## src/rtl/cpu_pkg.sv

```systemverilog
// Shared fetch-stage definitions: FSM encoding, reset PC default and the
// end-of-program marker word.
package cpu_pkg;

  typedef enum logic [1:0] {
    ST_RUN   = 2'd0,
    ST_DRAIN = 2'd1,
    ST_HALT  = 2'd2
  } fetch_state_t;

  localparam logic [31:0] RESET_PC_DEFAULT = 32'h0000_0000;
  localparam logic [31:0] STOP_WORD        = 32'h0000_0000;

endpackage

```

## src/rtl/fetch_fifo.sv

```systemverilog
// In-order fetch buffer holding {pc, inst} entries; clear empties it in one
// cycle and dominates push/pop.
module fetch_fifo
  import cpu_pkg::*;
#(
  parameter  int unsigned DEPTH = 2,
  localparam int unsigned CW    = $clog2(DEPTH + 1)
) (
  input  logic          clk,
  input  logic          rstn,
  input  logic          push,
  input  logic          pop,
  input  logic          clear,
  input  logic [63:0]   wdata,
  output logic [63:0]   rdata,
  output logic          full,
  output logic          empty,
  output logic [CW-1:0] count
);

  localparam int unsigned AW     = (DEPTH > 1) ? $clog2(DEPTH) : 1;
  localparam logic [AW-1:0] LAST = AW'(DEPTH - 1);
  localparam logic [CW-1:0] FULL = CW'(DEPTH);

  logic [63:0]   mem [DEPTH];
  logic [AW-1:0] rd_ptr;
  logic [AW-1:0] wr_ptr;
  logic          do_push;
  logic          do_pop;

  // A push into a full buffer is accepted when the head leaves in the same cycle.
  assign do_push = push && (!full || pop);
  assign do_pop  = pop && !empty;

  assign full  = (count == FULL);
  assign empty = (count == '0);
  assign rdata = mem[rd_ptr];

  always_ff @(posedge clk or negedge rstn) begin
    if (!rstn) begin
      rd_ptr <= '0;
      wr_ptr <= '0;
      count  <= '0;
      for (int unsigned i = 0; i < DEPTH; i++) mem[i] <= '0;
    end else if (clear) begin
      rd_ptr <= '0;
      wr_ptr <= '0;
      count  <= '0;
    end else begin
      if (do_push) begin
        mem[wr_ptr] <= wdata;
        wr_ptr      <= (wr_ptr == LAST) ? '0 : wr_ptr + 1'b1;
      end
      if (do_pop) rd_ptr <= (rd_ptr == LAST) ? '0 : rd_ptr + 1'b1;
      count <= count + CW'(do_push) - CW'(do_pop);
    end
  end

endmodule

```

## src/rtl/fetch_sequencer.sv

```systemverilog
// Instruction fetch sequencer: issues in-order imem requests, buffers the
// responses with their PCs and hands them to the IF/ID register.
module fetch_sequencer
  import cpu_pkg::*;
#(
  parameter logic [31:0] RESET_PC  = RESET_PC_DEFAULT,
  parameter int unsigned MAX_OUTST = 2
) (
  input  logic        clk,
  input  logic        rstn,
  output logic        imem_req,
  output logic [31:0] imem_addr,
  input  logic        imem_gnt,
  input  logic        imem_rvalid,
  input  logic [31:0] imem_rdata,
  input  logic        redirect_valid,
  input  logic [31:0] redirect_pc,
  input  logic        id_ready,
  output logic [31:0] inst_out,
  output logic [31:0] pc_out,
  output logic        valid_out,
  output logic        stop_out
);

  localparam int unsigned CW  = $clog2(MAX_OUTST + 1);
  localparam int unsigned CW1 = CW + 1;
  localparam logic [CW:0] LIMIT = CW1'(MAX_OUTST);

  fetch_state_t  state, state_n;
  logic [31:0]   fetch_pc;
  logic [31:0]   resp_pc;
  logic          req_q;
  logic [CW-1:0] outst, outst_n;
  logic [CW-1:0] discard;
  logic [CW-1:0] fifo_cnt, cnt_n;
  logic [63:0]   head;
  logic          fifo_empty, fifo_full;
  logic          issue, xfer, stale, push, pop, clear;
  logic          head_stop, stop_xfer, room;

  assign issue     = req_q && imem_gnt;
  assign valid_out = !fifo_empty;
  assign xfer      = valid_out && id_ready;
  assign head_stop = (head[31:0] == STOP_WORD);
  assign stop_xfer = xfer && head_stop;
  assign stale     = (discard != '0);
  assign clear     = redirect_valid || stop_xfer;
  assign pop       = xfer && !clear;
  assign push      = imem_rvalid && !stale && (state != ST_HALT) && !redirect_valid
                     && (!fifo_full || pop);

  assign imem_req  = req_q;
  assign imem_addr = fetch_pc;
  assign inst_out  = head[31:0];
  assign pc_out    = head[63:32];
  assign stop_out  = valid_out && head_stop;

  fetch_fifo #(
    .DEPTH(MAX_OUTST)
  ) u_fifo (
    .clk  (clk),
    .rstn (rstn),
    .push (push),
    .pop  (pop),
    .clear(clear),
    .wdata({resp_pc, imem_rdata}),
    .rdata(head),
    .full (fifo_full),
    .empty(fifo_empty),
    .count(fifo_cnt)
  );

  // The request line is registered, so its next value is judged against the
  // occupancy the buffer and imem will have after this edge.
  always_comb begin
    outst_n = outst + CW'(issue) - CW'(imem_rvalid);
    cnt_n   = clear ? '0 : fifo_cnt + CW'(push) - CW'(pop);
    room    = ({1'b0, outst_n} + {1'b0, cnt_n}) < LIMIT;
    state_n = state;
    if (redirect_valid)                             state_n = ST_RUN;
    else if (stop_xfer)                             state_n = ST_HALT;
    else if (state == ST_RUN && push && imem_rdata == STOP_WORD) state_n = ST_DRAIN;
  end

  // resp_pc tracks the PC of the next live response; discard counts beats
  // still owed by requests issued before the last redirect.
  always_ff @(posedge clk or negedge rstn) begin
    if (!rstn) begin
      state    <= ST_RUN;
      req_q    <= 1'b0;
      fetch_pc <= RESET_PC;
      resp_pc  <= RESET_PC;
      outst    <= '0;
      discard  <= '0;
    end else begin
      state <= state_n;
      outst <= outst_n;
      req_q <= (state_n == ST_RUN) && room;
      if (redirect_valid) begin
        fetch_pc <= redirect_pc;
        resp_pc  <= redirect_pc;
        discard  <= outst_n;
      end else begin
        if (issue) fetch_pc <= fetch_pc + 32'd4;
        if (push) resp_pc <= resp_pc + 32'd4;
        if (imem_rvalid && stale) discard <= discard - 1'b1;
      end
    end
  end

endmodule

```

## config.mk

```make
export PLATFORM = sky130hd
export DESIGN_NAME = fetch_sequencer
export DESIGN_NICKNAME = d
export VERILOG_FILES = /design/src/rtl/cpu_pkg.sv /design/src/rtl/fetch_fifo.sv /design/src/rtl/fetch_sequencer.sv
export SDC_FILE = /design/constraint.sdc
export NUM_CORES = 1
export LEC_CHECK = 0
export BUFFER_PORTS_ARGS = -buffer_cell sky130_fd_sc_hd__buf_4
export CAP_MARGIN = 20
export CORE_AREA = 2 2 146 148
export CTS_CLUSTER_DIAMETER = 30
export DETAILED_ROUTE_END_ITERATION = 8
export DIE_AREA = 0 0 148 150
export GPL_ROUTABILITY_DRIVEN = 0
export GPL_TIMING_DRIVEN = 0
export PLACE_DENSITY = 0.8
export SETUP_SLACK_MARGIN = 0.1
export SLEW_MARGIN = 15
export SYNTH_ARGS = -nofsm -noshare
export SYNTH_HDL_FRONTEND = slang
export SYNTH_SLANG_ARGS = --single-unit
export TNS_END_PERCENT = 100
```

## constraint.sdc

```tcl
create_clock -name clk -period 4.8 [get_ports clk]
set_input_delay 0.96 -clock clk [delete_from_list [all_inputs] [get_ports clk]]
set_output_delay 0.96 -clock clk [all_outputs]
set_load 0.02 [all_outputs]
```

==> impl_metrics.yaml <==
cts:
  cts_setup_buffers: 0
  cts_tree: "yes"
  cts_resized: 0
  cts_buffer_depth: 3
  hold_buffers: 0
  root_buffer: "clkbuf_16"
  htree_levels: 2
  clkTransAtPathRegs_ns: 0.04
  insertion_delay_ns: 0.54
  clock-sinks: 203
  cts_inserted_buffers: 44
flow_run:
  cap_violations: 0
worst_setup_path:
  worstSetupPathType: "flop to flop"
  required_ns: 5.24
  crit_arrival_ns: 4.53
  cp_max_fo: 11
  start_kind: "flop"
  end_kind: "flop"
timing:
  skew_ns: 0.0322
  tightest_slew_ns: 1.16
  min_period_over_period_pct: 85.3
  fin_tns_setup_ns: 0
  final-max-slew-violation-count: 0
  rsz0062_at_grt: "no"
  hold_violations: 0
  min_period_ns: 4.09
  fmax_mhz: 244
  maxSlewHeadroom_pct: 22.3
  setup_viol: 0
  worst_slack_ns: 0.707
route:
  drc: 0
  routed_wl_mm: 29.5
  drt_iter0_markers: 848
  postRouteAntennaNets: 0
  post_drt_wl_per_cell_um: 21.0
  via_per_inst: 5.94
  vias: 8330
  dr.pass1.iters: 5
die:
  core_area_um2: 20700
  initial_utilization_pct: 50.8
  row_count: 53
  die_area_um2: 22200
  die_h_um: 150
  io_pins: 169
  die_width_um: 148
global_routing:
  grt_pass1_vias: 8633
  busiest_layer: "met2"
  grt_pass1_wl_mm: 46.0
  gr-usage-all-layers_pct: 26.3
  use_met3_pct: 5.64
  antenna_found_initial: 1
  overflow: 0
  grt_max_degree: 76
  grt_use_met1_pct: 34.7
  use_met2_pct: 42.6
final_layout:
  mostFrequentLayoutCell: "dfrtp_1"
  syn_to_final_growth_pct: 30.2
  num-nets-final: 1172
  final_cell_mix: "203 x dfrtp_1, 166 x buf_4, 105 x mux2_2"
  diodes: 0
  layout-drive-gt1-share_pct: 39.3
synth:
  synth-seq-cells: 203
  seq_area_frac_synth_pct: 48.3
  synth_edf_count: 0
  synth_nets: 956
  yosys_warnings: 0
  synth_area_um2: 10500
  syn-mean-instance-area_um2: 12.0
  synthArstFlopShare_pct: 100
  synthDistinctLibCells: 62
  ys.flop_type: "dfrtp_1"
  synthesis.instances: 877
placed_design:
  portBuffers: 167
  dp_slack_ns: 0.727
  hpwl_mm: 20.3
min_path:
  hp-class: "input pin to async pin"
pwr:
  powerDensity_nw_per_um2: 611
  p_leak_nw: 6.33
  ir_drop_mv: 0.318
outcome:
  status: "completed"
cell type report:
| cell class | count | area [µm²] |
|---|---|---|
| clock inverter | 22 | 254 |
| clock buffer | 59 | 1260 |
| inverter | 42 | 158 |
| timing repair buffer | 170 | 1320 |
| buffer | 45 | 344 |
| multi-input combinational | 587 | 4940 |
| fill | 1525 | 6990 |
| tap | 275 | 344 |
| sequential | 203 | 5080 |
kinds of logic after synthesis:
| kind of cell | Yosys count | share of synthesized area (%) |
|---|---|---|
| fa+ha+maj | 9 | 1.14 |
| mux | 194 | 22.9 |
| flops | 203 | 48.3 |
| buf+inv | 87 | 4.77 |
| compound gates | 127 | 8.94 |
| xor+xnor | 37 | 3.08 |
| simple gates | 220 | 10.8 |
Yosys cell counts, types with 9 or more instances:
cell | n | area (µm²)
xor2_1 | 22 | 193
nand2_1 | 61 | 229
or3_1 | 9 | 56.3
clkbuf_1 | 26 | 97.6
inv_1 | 41 | 154
buf_6 | 10 | 113
nor4_1 | 26 | 163
dfrtp_1 | 203 | 5080
mux2_1 | 27 | 304
nor3_1 | 13 | 65.1
xnor2_1 | 15 | 131
o311ai_1 | 18 | 158
o221ai_1 | 18 | 158
mux2_4 | 61 | 916
nand3_1 | 26 | 130
o21ai_0 | 42 | 210
and3_1 | 10 | 62.6
nor2_1 | 29 | 109
nand4_1 | 18 | 113
mux2_2 | 105 | 1180
critical path: stages (launching register included):
cell and delay, ns:
dfrtp_1 0.33, buf_6 0.14, buf_6 0.15, nor4b_1 0.39, nand4_1 0.26, o22ai_2 0.29, a21boi_2 0.23, o21ai_2 0.35
inv_2 0.14, buf_2 0.24, ha_1 0.24, xnor2_1 0.12, nor2_1 0.15, fa_1 0.46, nor4_1 0.27, a32o_1 0.26
flip-flops by register name (all words and copies together), names as in the netlist:
| signal | flops |
|---|---|
| u_fifo.wr_ptr | 1 |
| state | 2 |
| imem_req | 1 |
| u_fifo.count | 2 |
| u_fifo.rd_ptr | 1 |
| outst | 2 |
| imem_addr | 32 |
| u_fifo.mem | 128 |
| resp_pc | 32 |
| discard | 2 |
final timing paths:
check,startpoint,end,slack [ns],depth (start not counted)
min in group clk,u_fifo.mem[116],u_fifo.mem[116],0.48,1
min,rstn,u_fifo.mem[43],0.40,1
max in group asynchronous,rstn,imem_addr[0],3.30,3
max,u_fifo.rd_ptr,imem_req,0.71,15
min reg2reg,u_fifo.mem[116],u_fifo.mem[116],0.48,1
max reg2reg,u_fifo.rd_ptr,imem_req,0.71,15
metal layers:
layer  routed length (µm)  vias up
li1                     -     3680
met1                12300     4172
met2                14000      398
met3                 2200       78
met4                  944        2
met5                   13        -
per-stage QoR:
step	cell area (µm²)	std cells	util (%)	power [W]	hold slack (ns)
5_1_grt	13700	1403	66.2	0.00872	0.449
3_3_place_gp	12100	1319	58.6	0.00522	0.464
2_1_floorplan	10500	877	-	0.00427	0.454
6_report	13700	1403	66.2	0.00837	0.399
4_1_cts	13700	1402	66.2	0.00839	0.418
3_5_place_dp	12200	1321	58.9	0.00531	0.474
report_power, final:
group,leakage [nW],internal [W],switching [W]
clock network,0.731,0.00201,0.00102
registers,2.58,0.00223,0.000412
logic,3.02,0.00135,0.00134
total,6.33,0.00559,0.00278
Note: power is estimated with default switching activity, not from simulation.
